**src/rtl/surf_cout_word_capture_if.sv**
```systemverilog
// surf_cout_word_capture_if: COUT beat input, control and assembled-word outputs
interface surf_cout_word_capture_if #(
  parameter int IN_WIDTH  = 4,
  parameter int NBEATS    = 8,
  parameter int CNT_WIDTH = 16
);
  localparam int W = IN_WIDTH * NBEATS;
  logic                 sync_i;
  logic [IN_WIDTH-1:0]  data_i;
  logic                 enable_i;
  logic                 train_i;
  logic                 capture_i;
  logic                 errcnt_clr_i;
  logic [W-1:0]         data_o;
  logic                 valid_o;
  logic [W-1:0]         hold_o;
  logic                 hold_valid_o;
  logic                 biterr_o;
  logic [CNT_WIDTH-1:0] errcnt_o;
  logic                 locked_o;
  logic                 sync_err_o;
  modport master (
    output sync_i, data_i, enable_i, train_i, capture_i, errcnt_clr_i,
    input  data_o, valid_o, hold_o, hold_valid_o, biterr_o, errcnt_o, locked_o, sync_err_o
  );
  modport slave (
    input  sync_i, data_i, enable_i, train_i, capture_i, errcnt_clr_i,
    output data_o, valid_o, hold_o, hold_valid_o, biterr_o, errcnt_o, locked_o, sync_err_o
  );
endinterface

```
**src/rtl/surf_cout_word_capture.sv**
```systemverilog
// surf_cout_word_capture: sync-aligned word assembly with training check and one-shot hold
module surf_cout_word_capture #(
  parameter int                         IN_WIDTH      = 4,
  parameter int                         NBEATS        = 8,
  parameter logic [IN_WIDTH*NBEATS-1:0] TRAIN_PATTERN = 32'hA55A6996,
  parameter int                         CNT_WIDTH     = 16
) (
  input logic                   sysclk_i,
  input logic                   rst_i,
  surf_cout_word_capture_if.slave cout
);
  localparam int W  = IN_WIDTH * NBEATS;
  localparam int PW = $clog2(NBEATS);
  logic [PW-1:0]         phase;
  logic [W-IN_WIDTH-1:0] sr;
  logic [W-1:0]          word;
  logic                  armed, resync, done, miss;
  // the shifter always holds the previous NBEATS-1 beats, so a sync needs no explicit flush
  always_comb begin
    resync = cout.sync_i & cout.enable_i;
    word   = {sr, cout.data_i};
    done   = cout.enable_i & (cout.locked_o | cout.sync_i) &
             ((resync ? PW'(0) : phase) == PW'(NBEATS - 1));
    miss   = done & cout.train_i & (word != TRAIN_PATTERN);
  end
  always_ff @(posedge sysclk_i or posedge rst_i) begin
    if (rst_i) begin
      phase             <= '0;
      sr                <= '0;
      armed             <= 1'b0;
      cout.data_o       <= '0;
      cout.valid_o      <= 1'b0;
      cout.hold_o       <= '0;
      cout.hold_valid_o <= 1'b0;
      cout.biterr_o     <= 1'b0;
      cout.errcnt_o     <= '0;
      cout.locked_o     <= 1'b0;
      cout.sync_err_o   <= 1'b0;
    end else begin
      sr              <= word[W-IN_WIDTH-1:0];
      phase           <= !cout.enable_i ? '0 : resync ? PW'(1) : cout.locked_o ? phase + 1'b1 : '0;
      cout.locked_o   <= cout.enable_i & (cout.locked_o | cout.sync_i);
      cout.sync_err_o <= resync & cout.locked_o & (phase != '0);
      cout.valid_o    <= done;
      cout.biterr_o   <= miss;
      cout.errcnt_o   <= cout.errcnt_clr_i ? '0 :
                         (miss && !(&cout.errcnt_o)) ? cout.errcnt_o + 1'b1 : cout.errcnt_o;
      if (done) cout.data_o <= word;
      if (done && (armed || cout.capture_i)) begin
        cout.hold_o       <= word;
        cout.hold_valid_o <= 1'b1;
        armed             <= 1'b0;
      end else if (cout.capture_i) begin
        cout.hold_valid_o <= 1'b0;
        armed             <= 1'b1;
      end
    end
  end
endmodule

```
**src/flat_wrapper.sv**
```systemverilog
// flat-port wrapper written by rule: the top's interface ports become plain ports
module surf_cout_word_capture_flat 
#(
  parameter int                         IN_WIDTH      = 4,
  parameter int                         NBEATS        = 8,
  parameter logic [IN_WIDTH*NBEATS-1:0] TRAIN_PATTERN = 32'hA55A6996,
  parameter int                         CNT_WIDTH     = 16
)
  (sysclk_i, rst_i, cout_sync_i, cout_data_i, cout_enable_i, cout_train_i, cout_capture_i, cout_errcnt_clr_i, cout_data_o, cout_valid_o, cout_hold_o, cout_hold_valid_o, cout_biterr_o, cout_errcnt_o, cout_locked_o, cout_sync_err_o);
  surf_cout_word_capture_if #(.IN_WIDTH(IN_WIDTH), .NBEATS(NBEATS), .CNT_WIDTH(CNT_WIDTH)) cout_i ();
  input logic sysclk_i;
  input logic rst_i;
  input wire logic [$bits(cout_i.sync_i)-1:0] cout_sync_i;
  input wire logic [$bits(cout_i.data_i)-1:0] cout_data_i;
  input wire logic [$bits(cout_i.enable_i)-1:0] cout_enable_i;
  input wire logic [$bits(cout_i.train_i)-1:0] cout_train_i;
  input wire logic [$bits(cout_i.capture_i)-1:0] cout_capture_i;
  input wire logic [$bits(cout_i.errcnt_clr_i)-1:0] cout_errcnt_clr_i;
  output wire logic [$bits(cout_i.data_o)-1:0] cout_data_o;
  output wire logic [$bits(cout_i.valid_o)-1:0] cout_valid_o;
  output wire logic [$bits(cout_i.hold_o)-1:0] cout_hold_o;
  output wire logic [$bits(cout_i.hold_valid_o)-1:0] cout_hold_valid_o;
  output wire logic [$bits(cout_i.biterr_o)-1:0] cout_biterr_o;
  output wire logic [$bits(cout_i.errcnt_o)-1:0] cout_errcnt_o;
  output wire logic [$bits(cout_i.locked_o)-1:0] cout_locked_o;
  output wire logic [$bits(cout_i.sync_err_o)-1:0] cout_sync_err_o;
  assign cout_i.sync_i = cout_sync_i;
  assign cout_i.data_i = cout_data_i;
  assign cout_i.enable_i = cout_enable_i;
  assign cout_i.train_i = cout_train_i;
  assign cout_i.capture_i = cout_capture_i;
  assign cout_i.errcnt_clr_i = cout_errcnt_clr_i;
  assign cout_data_o = cout_i.data_o;
  assign cout_valid_o = cout_i.valid_o;
  assign cout_hold_o = cout_i.hold_o;
  assign cout_hold_valid_o = cout_i.hold_valid_o;
  assign cout_biterr_o = cout_i.biterr_o;
  assign cout_errcnt_o = cout_i.errcnt_o;
  assign cout_locked_o = cout_i.locked_o;
  assign cout_sync_err_o = cout_i.sync_err_o;
  surf_cout_word_capture #(.IN_WIDTH(IN_WIDTH), .NBEATS(NBEATS), .TRAIN_PATTERN(TRAIN_PATTERN), .CNT_WIDTH(CNT_WIDTH)) u_core (.sysclk_i(sysclk_i), .rst_i(rst_i), .cout(cout_i));
endmodule
```
**config.mk**
```make
export PLATFORM = sky130hd
export DESIGN_NAME = surf_cout_word_capture_flat
export DESIGN_NICKNAME = d
export VERILOG_FILES = /design/src/rtl/surf_cout_word_capture_if.sv /design/src/rtl/surf_cout_word_capture.sv /design/src/flat_wrapper.sv
export SDC_FILE = /design/constraint.sdc
export NUM_CORES = 1
export LEC_CHECK = 0
export ABC_AREA = 1
export BUFFER_PORTS_ARGS = -buffer_cell sky130_fd_sc_hd__buf_2
export CELL_PAD_IN_SITES_DETAIL_PLACEMENT = 2
export CELL_PAD_IN_SITES_GLOBAL_PLACEMENT = 2
export CORE_MARGIN = 4
export CORE_UTILIZATION = 37
export CTS_BUF_LIST = sky130_fd_sc_hd__clkbuf_2
export DETAILED_ROUTE_END_ITERATION = 7
export PLACE_DENSITY_LB_ADDON = 0.1
export SLEW_MARGIN = 5
export SYNTH_ARGS = -nofsm -noshare
export SYNTH_HDL_FRONTEND = slang
export SYNTH_SLANG_ARGS = --single-unit
```
**constraint.sdc**
```tcl
create_clock -name sysclk_i -period 8.9 [get_ports sysclk_i]
set_input_delay 0.445 -clock sysclk_i [delete_from_list [all_inputs] [get_ports sysclk_i]]
set_output_delay 0.445 -clock sysclk_i [all_outputs]
set_load 0.02 [all_outputs]
```
==> results.txt, run 1 <==
Counting both buffers and inverters, the worst setup path holds a total of 2. In the routed design, unresolved DRC markers number 0. The family with the most delay on the worst path was simple AND/OR/NAND/NOR gates. The final clock period utilization by the worst path was 28.1%.

On the critical path, the stage with the largest delay is an instance of nand4_4. The hold path startpoint was cout_train_i. By area the synthesized netlist is led by dfrtp_1 (62%), nand2_1 (11%), inv_1 (3.8%), o21ai_0 (3.7%), o21ai_1 (3.4%). The number of gates resized after CTS was 0. The number of placement rows was 40; the largest net degree at the start of global routing was 72.

The area growth from synthesis to layout is 20.8%. The flow ran to the end, and the final reports show no timing, DRC or antenna violations. VDD sags by at most 70.6 uV. Total power for the finished layout comes to 0.00103 W. Setup slack on the critical path of the routed design comes to 6400 ps. The most instantiated library cell after synthesis is nand2_1. The logs give 38.5% for the initial cell density of the core and 18.9% for the aggregate global-route resource usage.

Synthesis produced 496 cells. STA classifies the critical path startpoint as a flop. The final clock skew was 30.6 ps; the number of search-and-repair iterations in the first detailed-routing pass was 4. The average vias per placed instance is 4.82, and the power per standard cell area is 181 mW/mm2. STA classifies the critical path endpoint as a flop. Synthesis inferred 117 register bits.

Final critical path time including I/O delays and setup: 2500 ps. The logs give 0 for the total count of hold-check failures in the final report and 62.1% for the fraction of the yosys area taken by sequential cells. The number of clock buffers inserted by TritonCTS is 17. Port buffering added 95 buffers. The tools report the tightest slew margin relative to the limit as 38.6%. Dividing the synthesized area by the synthesized cell count gives 9.51 um2.

Ranked by instance count, the synthesized netlist is headed by nand2_1 (136), dfrtp_1 (117), inv_1 (48). The number of global-route vias before repair was 4290; the last weighted congestion value of the routability-driven placer was 0.737. Summing every instance area after synthesis gives 0.00472 mm2. The clock root buffer is clkbuf_2.

At the placement stage, the worst setup path has a slack of 6160 ps. The logs give 4 for the H-tree level count and 0 for the final-report max-slew violation count. In this run, synthesis inferred 0 flip-flops with an integrated enable. The tools report the highest clock frequency the design can meet as 0.400 GHz. The run gives 0 as the number of antenna violations at the first check in global routing. The tools report the total congestion overflow as 0.

After synthesis, the largest area contributor takes up 62.1% of total cell area. At the later pin of the worst-skew pair, clock insertion delay measures 690 ps. In the synthesized netlist the dominant register cell turns out to be dfrtp_1. For this run, the slowest stage of the critical path takes 680 ps. In the final timing run, aggregate negative setup slack is 0 ps.

After the first detailed-routing iteration, the DRC count stood at 140. The endpoint of the most critical register-to-register path is u_core.cout.hold_o[7]$_DFFE_PP0P_. STA puts the critical path data required time at 9460 ps. The slack of the worst reg-to-reg path was 6400 ps.

The region available for standard cell placement spans 0.0123 mm2. The average wire per standard cell was 16.5 um. TritonCTS built the clock tree.

In this run, placement finished with an instance count of 742. The run gives 21700 um as the global-route wire length before repair. The tools report the setup violation total in the final timing report as 0. Summed over all instances, the cell type with the most area after synthesis is dfrtp_1. The final route contains 3769 vias.

Critical path class: flop to flop. The tool flagged a number of max-cap violations equal to 0. The overall die width came out at 121 um. The number of nets handed over by synthesis was 510. The critical path goes through nand2_2 > nor2_4 > nand4_4 > inv_2 > o21ai_4 > buf_4 > nand2_1 > o21ai_1. The total die area was 0.0146 mm2.

For the final cell count without fillers, the log shows 782. For the count of synthesis-stage warnings from yosys, the log shows 0. The min-delay analysis places its worst path in the category input port to flop.

The standby leakage power came out at 3.03 nW. The number of distinct standard cells referenced by the synthesized netlist was 32; the critical path arrival was 3060 ps. For the clock sink count, the log shows 117. The post-detailed-placement cell area is 0.00530 mm2, and the half-perimeter wire length after placement is 8950 um. The logs give 12900 um for the sum of routed wire length over all layers and 0 for the antenna violation net count after detailed routing.

For the pin with the worst max-slew slack, the measured transition is 922 ps. For the number of top-level design ports, the log shows 96. The path depth of the worst reg2reg path is 8, and the count of antenna diodes in the layout is 0. After routing the design area is 0.00570 mm2.

The cell depth of the worst hold path was 4. The die is 121 um tall. The startpoint identified for the worst register-to-register timing path is u_core.cout.locked_o$_DFF_PP0_. Setup repair after global routing left no endpoint under its margin. At the end of the flow, the number of nets in the layout was 616.

After clock tree synthesis, the clock-pin slew on the worst setup and hold paths is 160 ps. The post-synthesis async set-or-reset flop share is 100%, and the maximum root-to-sink buffer count is 2. The destination of the worst hold path is u_core.cout.biterr_o$_DFF_PP0_.

In the final layout, the share of cells above drive strength 1 is 24.4%. Along the worst path, the maximum fanout reaches 66.
[state kept, by name, indices dropped and copies added, names as in the netlist]
name                      count
u_core.armed                  1
u_core.cout.biterr_o          1
u_core.cout.data_o           32
u_core.cout.errcnt_o         16
u_core.cout.hold_o           32
u_core.cout.hold_valid_o      1
u_core.cout.locked_o          1
u_core.cout.sync_err_o        1
u_core.cout.valid_o           1
u_core.phase                  3
u_core.sr                    28
[report_power, final]
| part | switching, W | internal [W] | total [W] |
|---|---|---|---|
| Sequential | 0.00000899 | 0.000541 | 0.000550 |
| Combinational | 0.0000328 | 0.0000121 | 0.0000449 |
| Clock | 0.000196 | 0.000241 | 0.000437 |
| Total | 0.000238 | 0.000794 | 0.00103 |
[per-stage QoR]
stage               hold slack [ps]  util (%)
finish                          178      46.5
CTS                            87.7      46.5
floorplan                       354         -
global placement                358      43.2
global route                    130      46.5
detailed placement              367      43.2
[worst max-delay path by stage]
stage | startpoint | end | cells past startpoint
after floorplan | rst_i | u_core.armed$_DFFE_PP0P_ | 1
after global placement | cout_enable_i | u_core.cout.hold_o[8]$_DFFE_PP0P_ | 9
after detailed placement | cout_enable_i | u_core.cout.hold_o[3]$_DFFE_PP0P_ | 9
after CTS | u_core.cout.locked_o$_DFF_PP0_ | u_core.cout.hold_o[11]$_DFFE_PP0P_ | 8
after global routing | u_core.cout.locked_o$_DFF_PP0_ | u_core.cout.hold_o[29]$_DFFE_PP0P_ | 8
final | u_core.cout.locked_o$_DFF_PP0_ | u_core.cout.hold_o[7]$_DFFE_PP0P_ | 8
[kinds of logic after synthesis]
logic type                 count (synthesis)  share of synthesized area (%)
AOI/OAI and AO/OA                         69                           7.40
DFF                                      117                           62.1
xor gates and xnor gates                   9                           1.67
adders and majority gates                  3                          0.796
and+or+nand+nor                          228                           21.3
buffers and inverters                     70                           6.76
[worst min-delay path, delay by kind of cell]
kind / cells / cell delay (ps)
buf+inv: 2 / 180
simple gates: 2 / 190
[per-layer routing]
layer / track usage, % / routed length [um]
met1: 23.8 / 5700
met2: 31.8 / 6500
met3: 4.66 / 490
met4: 6.59 / 211
met5: 0 / 0
[final cells by class]
| type | instances | area, um2 |
|---|---|---|
| Sequential cell | 117 | 2930 |
| Inverter | 51 | 194 |
| Fill cell | 1336 | 6560 |
| Tap cell | 168 | 210 |
| Multi-Input combinational cell | 309 | 1480 |
| Clock inverter | 11 | 206 |
| Timing Repair Buffer | 106 | 581 |
| Clock buffer | 20 | 100 |
[placed cells by master, fill, tap and decap left out, types with 11 or more instances in the layout]
cell type and n:
clkbuf_2 20, o21ai_0 35, inv_1 47, buf_2 95
nand3_1 24, nor2_1 42, nand2_2 11, dfrtp_1 117
o21ai_1 32, nand2_1 136
[repair_timing]
action | 4_1_cts | 5_1_grt
endpoints found under the hold margin | 64 | 0
setup endpoints to repair | 0 | 0
hold buffers | 9 | 0
buffers inserted | 0 | 0
Power figures use the tool's default switching activity.
==> inputs of run 2 (changes only) <==
--- a/config.mk
+++ b/config.mk
@@ -5,12 +5,12 @@
 export SDC_FILE = /design/constraint.sdc
 export NUM_CORES = 1
 export LEC_CHECK = 0
-export ABC_AREA = 1
+export ABC_AREA = 0
 export BUFFER_PORTS_ARGS = -buffer_cell sky130_fd_sc_hd__buf_2
 export CELL_PAD_IN_SITES_DETAIL_PLACEMENT = 2
 export CELL_PAD_IN_SITES_GLOBAL_PLACEMENT = 2
 export CORE_MARGIN = 4
-export CORE_UTILIZATION = 37
+export CORE_UTILIZATION = 38
 export CTS_BUF_LIST = sky130_fd_sc_hd__clkbuf_2
 export DETAILED_ROUTE_END_ITERATION = 7
 export PLACE_DENSITY_LB_ADDON = 0.1
==> constraint.sdc (replaced) <==
create_clock -name sysclk_i -period 2.5 [get_ports sysclk_i]
set_input_delay 0.125 -clock sysclk_i [delete_from_list [all_inputs] [get_ports sysclk_i]]
set_output_delay 0.125 -clock sysclk_i [all_outputs]
set_load 0.02 [all_outputs]
==> results.txt, run 2 <==
The final-layout worst hold slack was 150 ps; the global-route wire length before repair was 18300 um. Required time of the critical path: 3050 ps. Compared with the post-synthesis result, the final layout area differs by 22.5%. Using the TritonRoute via totals, the vias-per-cell ratio works out to 5.15. Walking the worst path, the cells encountered are ha_1 > and3_1 > and3_1 > and3_2 > nor4b_1 > mux2_2.

Hold path startpoint: cout_data_i[3]. The longest clock path from root to sink contains 2 buffers. Dividing total power by cell area gives a power density of 590 mW/mm2. The final clock period utilization by the worst path was 94.5%. The critical path is of the flop to flop type.

TritonCTS built the clock tree. Counting every net in the synthesized netlist gives 321. During I/O placement, the number of pins put on the boundary was 96.

The family with the most delay on the worst path was simple AND/OR/NAND/NOR gates. Along the worst path, the maximum fanout reaches 19. The total core area was 0.0115 mm2; the cell depth of the worst hold path was 2. The flow ran to the end, and the final reports show no timing, DRC or antenna violations. In this run the critical register-to-register path is launched from u_core.cout.errcnt_o[0]$_DFFE_PP0P_. The tree built by TritonCTS fans out to 117 sinks. For the final routed database, the setup TNS stands at 0 ps. After synthesis the cells add up to 0.00445 mm2. The floorplan step defined a die boundary enclosing 0.0135 mm2. The last weighted congestion value of the routability-driven placer was 0.771; the number of synthesized flops with an enable pin was 0. Of all cell types, the one taking the most synthesized area is dfrtp_1.

The insertion delay of the later-clocked pin in the worst-skew pair was 660 ps. The startpoint type of the worst setup path was a flop. The final critical path time including I/O delays and setup was 2360 ps. The most frequent cell on the critical path is and3_1.

For the initial cell density of the core, the log shows 38.8%. The antenna violation net count after detailed routing is 0. Type of destination of the critical path: a flop. The HPWL after detailed placement is 7410 um. In this run the clock root is driven by a clkbuf_2.

Counting flops with an async set or reset pin after synthesis yields a share of 100%. The transition time at the pin with the least slew margin was 625 ps. Yosys attributes the largest share of cell area to dfrtp_1 (66%), mux2_2 (17%), a21oi_1 (1.5%), nand3_1 (1.5%), or4_1 (1.2%). The synthesized netlist contains 34 unique library cells.

In this run the tightest slew margin relative to its limit is 58.3%. The type of the worst min-delay path was input port to flop. The detailed router finished its first iteration with 113 violations. The most common cell after layout, fill and taps aside is dfrtp_1. Before CTS, the worst setup slack after placement is 70.1 ps. The tools report the number of DRC violations after detailed routing as 0.

The destination of the worst hold path was u_core.sr[3]$_DFF_PP0_. The run gives 0 as the final-report max-slew violation count. IR analysis of the VDD net gives a maximum drop of 310 uV. The path depth of the worst reg2reg path is 6, and the total count of hold-check failures in the final report is 0.

After floorplanning, the core was divided into 39 placement rows. The post-route netlist has 46.1% of its cells at a drive strength greater than 1. The first detailed-routing pass took 4 iterations. The number of antenna violations at the first check in global routing is 0, and the post-synthesis sequential element count is 117. The count of buffers added on input and output ports is 95. The run gives 4 as the H-tree level count. In the post-synthesis netlist, the cell with the most instances is dfrtp_1. In the final layout, the registers with the most flip-flops are u_core.cout.data_o (32), u_core.cout.hold_o (32), u_core.sr (28).

The repair_antennas step left the layout with diodes totalling 0. The largest net degree at the start of global routing was 118; the post-route worst setup slack was 138 ps. In the layout the commonest cells are dfrtp_1 (117), buf_2 (95), mux2_2 (69).

The endpoint of the most critical register-to-register path was u_core.cout.errcnt_o[7]$_DFFE_PP0P_. After detailed routing, the total wire length is 11000 um. The total of fill cells in the finished design came out at 1115.

For the count of synthesis-stage warnings from yosys, the log shows 0. The largest stage delay on the critical path is 460 ps. After global routing the overflow that remains totals 0. By count the netlist is led by dfrtp_1 (117), mux2_2 (69), a21oi_1 (13), nand3_1 (13), nor2_1 (11).

The tools report the slack of the worst reg-to-reg path as 140 ps. Across all layers, the routed design uses 2973 vias. Data arrives at the worst endpoint at 2910 ps. Across the run, the number of max-cap violations was 0. For this run, the total global-route usage over all layers was measured as 18.0%. In the synthesized netlist the dominant register cell turns out to be dfrtp_1. Dividing the detail-routed wire length by the instance count gives 19.1 um. In this run the biggest area consumer among cell types represents 65.7% of the synthesized area. Together, buffers and inverters on the worst path number 0.

Setup violations remaining at the end of the flow were counted as 0. Clock-pin slew was measured on the worst setup and hold paths at 150 ps. After technology mapping, the gate count stands at 307. Vertical extent of the die: 116 um. The run gives 439 as the net total in the final layout. For the fraction of the yosys area taken by sequential cells, the log shows 65.7%. Derived from the worst setup path, the maximum achievable clock frequency is 0.423 GHz. The standby leakage power came out at 2.86 nW. Setup repair after global routing left no endpoint under its margin.

Clock skew on the completed layout was measured at 18.2 ps. The post-synthesis area per instance is 14.5 um2, and the number of global-route vias before repair is 3301. The overall die width was 116 um.

The slowest stage of the critical path is the dfrtp_1 cell. The number of clock buffers added by TritonCTS is 17.
-- run 2: how the worst max path moves through the flow --
stage / to / cells past startpoint / from / slack [ps]
6_report: u_core.cout.errcnt_o[7]$_DFFE_PP0P_ / 6 / u_core.cout.errcnt_o[0]$_DFFE_PP0P_ / 140
5_1_grt: u_core.cout.errcnt_o[7]$_DFFE_PP0P_ / 6 / u_core.cout.errcnt_o[0]$_DFFE_PP0P_ / 20
4_1_cts: u_core.cout.errcnt_o[7]$_DFFE_PP0P_ / 6 / u_core.cout.errcnt_o[0]$_DFFE_PP0P_ / 20
3_5_place_dp: u_core.cout.errcnt_o[7]$_DFFE_PP0P_ / 6 / u_core.cout.errcnt_o[0]$_DFFE_PP0P_ / 70
3_3_place_gp: u_core.cout.errcnt_o[7]$_DFFE_PP0P_ / 6 / u_core.cout.errcnt_o[0]$_DFFE_PP0P_ / 150
2_1_floorplan: u_core.cout.errcnt_o[7]$_DFFE_PP0P_ / 7 / u_core.cout.errcnt_o[0]$_DFFE_PP0P_ / 290
-- run 2: cell families (layout without fill, tap and decap cells) --
logic type | after synthesis | count (layout) | share of synthesized area [%]
XOR/XNOR | 1 | 1 | 0.197
flip-flops | 117 | 117 | 65.7
buffers and inverters | 21 | 148 | 1.94
adder cells (fa/ha/maj) | 3 | 3 | 0.843
AND/OR/NAND/NOR | 69 | 69 | 9.92
AO/OA/AOI/OAI | 27 | 27 | 3.91
multiplexers | 69 | 69 | 17.4
-- run 2: what timing repair did --
action | in CTS | in global routing
hold buffers | 11 | 0
resized for setup | 0 | 1
endpoints found under the hold margin | 153 | 0
endpoints found under the setup margin | 0 | 3
setup buffers | 0 | 0
-- run 2: per-stage QoR --
step / instance area (um2) / total power, W / cells / utilization [%]
6_report: 5450 / 0.00322 / 577 / 47.6
3_5_place_dp: 5130 / 0.00207 / 538 / 44.8
5_1_grt: 5450 / 0.00341 / 577 / 47.6
2_1_floorplan: 4460 / 0.00202 / 307 / -
4_1_cts: 5450 / 0.00329 / 577 / 47.6
3_3_place_gp: 5130 / 0.00207 / 538 / 44.8
-- run 2: routing by layer --
metal / track usage (%) / up-vias / wire, um
met4: 7.66 / 0 / 176
met3: 6.06 / 17 / 623
li1: - / 1358 / -
met2: 28.4 / 64 / 5400
met1: 22.7 / 1534 / 4830
met5: 0 / - / 0
-- run 2: where the power goes --
part	switching [W]	internal, W
Sequential	0.0000290	0.00192
Clock	0.000649	0.000527
Combinational	0.0000624	0.0000315
Total	0.000740	0.00248
-- run 2: worst register-to-register path, cell delays in order (launching register included) --
cell	delay, ps
dfrtp_1	460
ha_1	250
and3_1	200
and3_1	230
and3_2	360
nor4b_1	390
mux2_2	370
-- run 2: cell type report --
cell class / instances / area, um2 / share of cell area [%]
tap: 143 / 179 / 3.28
clock buffer: 19 / 95.1 / 1.74
timing repair buffer: 112 / 656 / 12.0
multi-input combinational: 169 / 1450 / 26.6
sequential: 117 / 2930 / 53.7
inverter: 8 / 33.8 / 0.619
clock inverter: 9 / 114 / 2.09
==> inputs of run 3 (changes only) <==
==> constraint.sdc (replaced) <==
create_clock -name sysclk_i -period 2.5 [get_ports sysclk_i]
set_input_delay 0.5 -clock sysclk_i [delete_from_list [all_inputs] [get_ports sysclk_i]]
set_output_delay 0.5 -clock sysclk_i [all_outputs]
set_load 0.02 [all_outputs]
==> results.txt, run 3 (synthesis results as in run 2) <==
The flow ran to the end, and the final reports show no timing, DRC or antenna violations. The number of antenna violations at the first check in global routing was 1; the accumulated negative setup slack was 0 ps. The die is 116 um tall. Detailed placement finished with a half-perimeter wire length of 7790 um.

In this design, the largest share of critical-path delay is due to simple AND/OR/NAND/NOR gates. The final layout contains routed wiring with a total length of 11100 um. The antenna violation net count after detailed routing was 0. The critical path is of the flop to flop type. The required time of the critical path was 3010 ps; the aggregate global-route resource usage was 17.7%. After clock tree synthesis, the clock-pin slew on the worst setup and hold paths is 190 ps. The total of fill cells in the finished design came out at 1131. Walking the worst path, the cells encountered are ha_1 > and3_1 > and3_1 > and3_2 > nor4b_1 > mux2_2. The tools report the met2 wire length as 5750 um. The largest individual stage delay along the critical path comes from the cell dfrtp_1. The routed layout has 2968 vias. The tools report the number of global-route vias before repair as 3311. The die covers 0.0135 mm2. The tools report the destination of the worst hold path as u_core.cout.locked_o$_DFF_PP0_. Routability-driven placement finished with a final weighted congestion of 0.718.

Entering global routing, the biggest net connects 35 pins. The max-capacitance violation count was 0; the final-report max-slew violation count was 0. The core region is 0.0115 mm2. In this run the clock root is driven by a clkbuf_2. The final critical path time including I/O delays and setup was 2380 ps; the average wire per standard cell was 19.3 um. The slack of the worst reg-to-reg path came out at 120 ps. TritonCTS built the clock tree. The analysis attributes to cell leakage a power of 2.84 nW. The largest registers in the layout are u_core.cout.data_o (32), u_core.cout.hold_o (32), u_core.sr (28).

Along the worst path, the maximum fanout reaches 19. The number of clock buffers inserted by TritonCTS was 17; the insertion delay of the later-clocked pin in the worst-skew pair was 640 ps. Data arrives at the worst endpoint at 2890 ps.

In the layout the commonest cells are dfrtp_1 (117), buf_2 (95), mux2_2 (69). The worst hold path passes through 2 cells. The power per standard cell area is 587 mW/mm2, and the final clock period utilization by the worst path is 95.1%.

IR analysis of the VDD net gives a maximum drop of 281 uV. The global-route wire length before repair was 18100 um. The quantity of I/O buffers inserted on ports is 95, and the total congestion overflow is 0.

For the number of placement rows, the log shows 39. For this configuration, the core starts out at a cell density of 38.8%. The endpoint identified for the worst register-to-register timing path is u_core.cout.errcnt_o[7]$_DFFE_PP0P_.

The pre-antenna-repair detailed-routing pass consisted of 4 iterations. For the worst flop-to-flop path, the logic depth is 6. The tools report the startpoint type of the worst setup path as a flop. Average vias per placed instance: 5.15. The tools report the reg-to-reg startpoint as u_core.cout.errcnt_o[0]$_DFFE_PP0P_. Routed wire length on met3: 599 um. The highest clock frequency the design can meet is 0.421 GHz, and the transition time at the pin with the least slew margin is 700 ps. The run gives 0 as the total count of hold-check failures in the final report. The type of destination of the critical path is a flop. 96 I/O pins were placed.

For this run, design rule violations remaining after detail routing come to 0. Setup repair after global routing left no endpoint under its margin. In this run the top signal layer used is met5.

The wire length on met1 was 4710 um. Cells with a size suffix above 1 make up 47.6% of the layout. The overall die width is 116 um. The clock passes through at most 2 buffers. In this design, the stage delay of the slowest critical-path cell is 460 ps. Compared with the post-synthesis result, the final layout area differs by 22.2%. Setup violations remaining at the end of the flow were counted as 0. The count of antenna diodes in the layout was 0.

The net total in the final layout is 434. Measured against its own limit, the worst slew margin works out to 53.2%. For the H-tree level count, the log shows 4. Leaving out fill and tap cells, the most frequent cell in the layout is dfrtp_1. The startpoint identified for the worst hold timing path is cout_enable_i. The critical path contains buffers and inverters numbering 0 combined. For the final database, setup skew stands at 31.2 ps.

The initial DRC count was 81. The type of the worst min-delay path was input port to flop. Counting every sink on the clock net gives 117.

The utilization after layout was 47.5%. Counting stages on the worst path, the most repeated cell is and3_1.
## run 3: layout make-up
class / instances / area [um2] / share of cell area (%)
clock buffer: 17 / 85.1 / 1.56
clock inverter: 15 / 140 / 2.57
inverter: 8 / 33.8 / 0.621
multi-input combinational: 169 / 1450 / 26.6
sequential: 117 / 2930 / 53.8
tap: 143 / 179 / 3.29
timing repair buffer: 107 / 628 / 11.5
## run 3: report_power, final
group / leakage [nW] / switching [W] / total [W] / internal (W)
Combinational: 1.15 / 0.0000629 / 0.0000943 / 0.0000313
Clock: 0.122 / 0.000712 / 0.00115 / 0.000440
Sequential: 1.56 / 0.0000297 / 0.00195 / 0.00192
## run 3: per-layer routing
metal / up-vias / track usage, %
met5: - / 0
met4: 2 / 6.26
met3: 7 / 5.75
met2: 62 / 29.2
met1: 1545 / 21.9
li1: 1352 / -
## run 3: metrics by stage
| stage | worst slack [ps] | total power, W | cells | hold slack [ps] | area (um2) |
|---|---|---|---|---|---|
| global route | 22.7 | 0.00339 | 576 | 10.5 | 5440 |
| finish | 122 | 0.00320 | 576 | 108 | 5440 |
| floorplan | 291 | 0.00202 | 307 | 376 | 4460 |
| global placement | 166 | 0.00207 | 539 | 411 | 5170 |
| CTS | 85.5 | 0.00326 | 576 | 7.20 | 5440 |
| detailed placement | 50.8 | 0.00208 | 539 | 408 | 5170 |
## run 3: worst max-delay path by stage
stage | from | endpoint | slack (ps) | depth (start not counted)
finish | u_core.cout.errcnt_o[0]$_DFFE_PP0P_ | u_core.cout.errcnt_o[7]$_DFFE_PP0P_ | 120 | 6
CTS | u_core.cout.errcnt_o[0]$_DFFE_PP0P_ | u_core.cout.errcnt_o[7]$_DFFE_PP0P_ | 90 | 6
detailed placement | u_core.cout.errcnt_o[0]$_DFFE_PP0P_ | u_core.cout.errcnt_o[7]$_DFFE_PP0P_ | 50 | 6
global placement | u_core.cout.errcnt_o[0]$_DFFE_PP0P_ | u_core.cout.errcnt_o[7]$_DFFE_PP0P_ | 170 | 6
floorplan | u_core.cout.errcnt_o[0]$_DFFE_PP0P_ | u_core.cout.errcnt_o[7]$_DFFE_PP0P_ | 290 | 7
global route | u_core.sr[10]$_DFF_PP0_ | u_core.cout.errcnt_o[2]$_DFFE_PP0P_ | 20 | 7
## run 3: timing repair
| action | 4_1_cts | 5_1_grt |
|---|---|---|
| setup buffers | 0 | 0 |
| hold buffers | 5 | 0 |
| setup endpoints to repair | 1 | 0 |
| endpoints found under the hold margin | 27 | 0 |
| resized for setup | 1 | 0 |
## run 3: worst reg2reg max path: cells and delay by family, from the launching register on
| kind | cells | cell delay, ps |
|---|---|---|
| adder cells (fa/ha/maj) | 1 | 250 |
| flip-flops | 1 | 460 |
| AND/OR/NAND/NOR | 4 | 1160 |
| multiplexers | 1 | 380 |
